--- src/rtl/serial_shift_reg.sv ---
// -----------------------------------------------------------------------------
// serial_shift_reg
// Right-shifting serial-to-parallel register. Each shift inserts bit_in at the
// MSB and moves everything one place toward bit 0, so a word sent LSB first
// ends up correctly aligned after DATA_BITS shifts.
//
// Ports:
//   clk       rising-edge clock
//   rst_n     asynchronous active-low reset (clears the register)
//   clear     synchronous clear, has priority over shift_en
//   shift_en  shift bit_in in this cycle
//   bit_in    serial input bit
//   data_q    parallel register contents
// -----------------------------------------------------------------------------
module serial_shift_reg #(
    parameter int DATA_BITS = 8
) (
    input  logic                 clk,
    input  logic                 rst_n,
    input  logic                 clear,
    input  logic                 shift_en,
    input  logic                 bit_in,
    output logic [DATA_BITS-1:0] data_q
);

    logic [DATA_BITS-1:0] sr_reg;
    logic [DATA_BITS-1:0] sr_next;

    // Per-bit next value; the top bit takes the new serial bit. Written bit by
    // bit so that DATA_BITS=1 needs no out-of-range slice.
    for (genvar gi = 0; gi < DATA_BITS; gi++) begin : g_next
        if (gi == DATA_BITS - 1) begin : g_top
            assign sr_next[gi] = bit_in;
        end else begin : g_mid
            assign sr_next[gi] = sr_reg[gi+1];
        end
    end

    always_ff @(posedge clk or negedge rst_n) begin
        if (!rst_n) begin
            sr_reg <= '0;
        end else if (clear) begin
            sr_reg <= '0;
        end else if (shift_en) begin
            sr_reg <= sr_next;
        end
    end

    assign data_q = sr_reg;

endmodule

--- config.mk ---
export PLATFORM = sky130hd
export DESIGN_NAME = serial_shift_reg
export DESIGN_NICKNAME = d
export VERILOG_FILES = /design/src/rtl/serial_shift_reg.sv
export SDC_FILE = /design/constraint.sdc
export NUM_CORES = 1
export LEC_CHECK = 0
export CAP_MARGIN = 20
export CORE_AREA = 2 2 39 41
export CTS_CLUSTER_DIAMETER = 100
export DETAILED_ROUTE_END_ITERATION = 12
export DIE_AREA = 0 0 41 43
export SYNTH_ARGS = -nofsm -noshare
export SYNTH_HDL_FRONTEND = slang
export SYNTH_SLANG_ARGS = --single-unit
--- constraint.sdc ---
create_clock -name clk -period 0.8 [get_ports clk]
set_input_delay 0.2 -clock clk [delete_from_list [all_inputs] [get_ports clk]]
set_output_delay 0.2 -clock clk [all_outputs]
set_load 0.1 [all_outputs]
* Yosys cells after proc, flatten, opt, wreduce, memory -nomap -nowiden
Cells that the tools add are included.
** Cells by class
- Mux-type cells :: 2
- Reductions and logical operators :: 1
** Operators by type and width (number)
- two-way mux 8 bit :: 2
- nonzero test 2 bit :: 1
** Word-level totals
- Register bits :: 8
- Input port bits :: 5
- Output and inout bits :: 8
- Word-level logic and storage cells :: 4

* Logic depth before layout (Yosys ltp)
- Word-level depth :: 2
- Gate-level depth with buffers :: 3
- Depth with buffers taken out :: 2

* Worst setup path before layout
OpenSTA, ideal clock, no wires.
- Path type :: register to register
- From :: register sr_reg[1] (netlist: data_q[1])
- To :: register sr_reg[0] (netlist: data_q[0])
- Setup time :: 75 ps
- Arrival :: 1174 ps
- Required time :: 725 ps
- Setup slack :: -449 ps
- Cell stages (with the launch flop) :: 3
- Buffers on the path :: 0
- Period minus slack after synthesis :: 1249 ps
- Cell sequence :: dfrtp_1 mux2i_1 nor2_1
** On the way
- Longest elaborated chain between the ends :: 2
** Ends and longest elaborated chain
- start, declared :: RTL line 26 : logic [DATA_BITS-1:0] sr_reg;
- start signal, assigned :: RTL line 45 : sr_reg <= sr_next;
- two-way mux 8 bit :: RTL line 44 : end else if (shift_en) begin
- two-way mux 8 bit :: RTL line 42 : end else if (clear) begin
Every way passes these cells. The select of a mux whose other input is x is not followed.
A chain may end at the register's enable or synchronous reset.

* Final worst setup path
- From :: register sr_reg[6] (netlist: data_q[6])
- To :: output port data_q[6]
** RTL lines
- end, declared :: RTL line 23 : output logic [DATA_BITS-1:0] data_q
No word-level cell between the ends.

==> results <==
## per-stage QoR
stage          hold WS, ns  total power [mW]  worst slack [ns]  instances  setup TNS, ns
3_3_place_gp         0.509             0.569            -0.410         56          -3.58
2_1_floorplan      -0.0956             0.503            -0.146         26          -1.16
4_1_cts              0.261             0.887            -0.322         66          -3.64
6_report             0.278             0.877            -0.311         69          -4.14
5_1_grt              0.284             0.925            -0.339         69          -4.66
3_5_place_dp         0.523             0.574            -0.437         56          -3.68
## repair_timing
action,4_1_cts,5_1_grt
setup endpoints to repair,16,16
pin swaps,1,3
gates resized for setup,7,4
setup buffers,7,5
## layout make-up
cell class | count | area [um^2] | share of cell area
well taps | 16 | 20.0 | 0.0279
clock buffers | 3 | 22.5 | 0.0314
repair buffers | 26 | 334 | 0.466
multi-input cells | 16 | 110 | 0.154
flip-flops and latches | 8 | 230 | 0.321
## cell families after synthesis
family | after synthesis | synth area share
muxes | 8 | 0.246
DFF | 8 | 0.615
and+or+nand+nor | 8 | 0.0923
buffers and inverters | 2 | 0.0461
## routing by layer
metal / GRT usage / part of all wire
met2: 0.169 / 0.56
met3: 0.0314 / 0.015
met1: 0.142 / 0.42
met4: 0.0800 / 0
met5: 0 / 0
## synthesized netlist by cell type, drive strengths merged
| master | number |
|---|---|
| dfrtp | 8 |
| nor2 | 8 |
| mux2i | 8 |
| buf | 2 |
## cell usage in the layout (no fill, tap or decap), drive strengths merged
cell and count:
buf 22, clkbuf 3, clkdlybuf4s50 3, dfrtp 8, dlygate4sd2 1, mux2i 8, nor2 8
## power by group
group | total (mW) | switching (mW) | internal [mW] | leakage, nW
clock | 0.297 | 0.126 | 0.171 | 0.0138
sequential | 0.422 | 0.00726 | 0.414 | 0.0952
combinational | 0.159 | 0.0821 | 0.0768 | 0.220
total | 0.877 | 0.215 | 0.662 | 0.329
## worst max-delay path by stage
stage               startpoint        end  slack (ns)
floorplan            data_q[1]  data_q[0]       -0.15
global placement      shift_en  data_q[2]       -0.41
detailed placement    shift_en  data_q[6]       -0.44
CTS                  data_q[6]  data_q[6]       -0.32
global route         data_q[5]  data_q[5]       -0.34
finish               data_q[6]  data_q[6]       -0.31
==> metrics.log <==
[metrics] drt via density: ~4.3
[metrics] Layout Skew: 0.000398 ns
[metrics] detailed-route wire length per cell: between 10 and 15 um
[metrics] cell taking the most area after synthesis: dfrtp_1
[metrics] highest attainable clock frequency: ~900 MHz
[metrics] Initial Util: 0.235
[metrics] area of the mapped netlist: ~330 um^2
[metrics] final routed wirelength across all metal layers: 788 um
[metrics] number of H-tree levels: 1
[metrics] status: finished with violations
[metrics] full die area: between 0.0015 and 0.002 mm^2
[metrics] buffers and inverters on the worst path: 1
[metrics] Placement Cell Area: 591 um^2
[metrics] number of warnings issued by yosys: 0
[metrics] number of hold violations in the final report: 0
[metrics] Worst setup SP type: register
[metrics] flop-to-flop setup slack: -0.26 ns
[metrics] maximum net fanout on the critical path: 2
[metrics] cell count of the worst reg-to-reg path: 4
[metrics] floorplan core area: 0.00138 mm^2
[metrics] Reg2Reg Capture Point: data_q[3]
[metrics] cell type group with the largest total delay on the critical path: flip-flops
[metrics] DIE HEIGHT: 43 um
[metrics] synthesized area divided by synthesized cell count: ~13 um^2
[metrics] utilization after layout: 0.518
[metrics] all-layer global routing usage: 0.116
[metrics] type of the most critical hold path: in2async
[metrics] sinks on the clock net: 8
[metrics] Max Root-Sink Buffers: 2
[metrics] number of remaining DRC errors: 0
[metrics] Largest register FFs: 8
[metrics] share of synthesized area occupied by flip-flops and latches: 0.615
[metrics] data arrival time of the critical path: just over 0.9 ns
[metrics] antenna cell count: 0
[metrics] count of max-cap constraint violations: 0
[metrics] peak supply drop: 0.725 mV
[metrics] number of global-route vias before repair: about 320
[metrics] Mapped Cells: 26
[metrics] max_slew headroom: 0.809
[metrics] final-report max-slew violation count: 0
[metrics] clock slew at the register clock pins of the worst setup and hold paths: 0.05 ns
[metrics] slowest stage cell on the critical path: dfrtp_4
[metrics] violated checks: negative setup slack
[metrics] power per standard cell area: 1220 mW/mm^2
[metrics] Worst Path Required: approximately 0.6 ns
[metrics] Post-CTS Hold Fix Bufs: 0
[metrics] proportion of netlist area held by the largest area contributor: 0.615
[metrics] number of CTS-inserted buffers: 3
[metrics] starting DRC count in detailed routing: 0
[metrics] Overflow after GRT: 0
[metrics] syn nets: 31
[metrics] Reg-to-Reg Start: data_q[4]
[metrics] Leak: around 0.33 nW
[metrics] Non-Filler Cell Area, Final: approximately 720 um^2
[metrics] slew of the pin with the lowest slew margin: about 0.29 ns
[metrics] clock insertion delay at the later pin of the skew report: roughly 0.24 ns
[metrics] count of pins on the block boundary: 13
[metrics] clock tree from TritonCTS: done
[metrics] Critical Path, Cell by Cell: buf_12
[metrics] remaining number of nets flagged by the antenna check after routing: 0
[metrics] flop and latch count out of synthesis: 8
[metrics] vias: slightly below 300
[metrics] leading post-synthesis cells by cell area: dfrtp_1, mux2i_1, nor2_1, buf_6, buf_1
[metrics] count of cell types in the netlist: 5
[metrics] final worst path period share: 1.39
[metrics] first-pass GRT wire length: 1.34 mm
[metrics] post-route worst setup slack: -0.311 ns
[metrics] Pre-antenna DRT Iters: 1
[metrics] die extent in x: 41 um
[metrics] number of buffers added on ports: 12
[metrics] WP depth: 1
[metrics] Final #Nets: 60
[metrics] number of antenna violations at the first check in global routing: 0
[metrics] count of standard-cell rows: 14
[metrics] type of the setup path with the least slack: reg2out
[metrics] peak per-stage delay on the critical path: roughly 0.5 ns
[metrics] signed area change from the synthesized netlist to the final layout: 120%
[metrics] CTS root buf: clkbuf_4
[metrics] final estimated routing congestion in global placement: a little under 0.7
[metrics] count of endpoints failing setup in the final report: 16
[metrics] RSZ-0062 raised after global routing: yes
[metrics] pin count of the biggest net entering global routing: 9
[metrics] final critical delay including setup and external delays: 1.11 ns
[metrics] FILL cells: approximately 120
[metrics] crit path capture type: primary output
[metrics] layout cells sized above 1: 0.623
(Power assumes the default switching activity.)
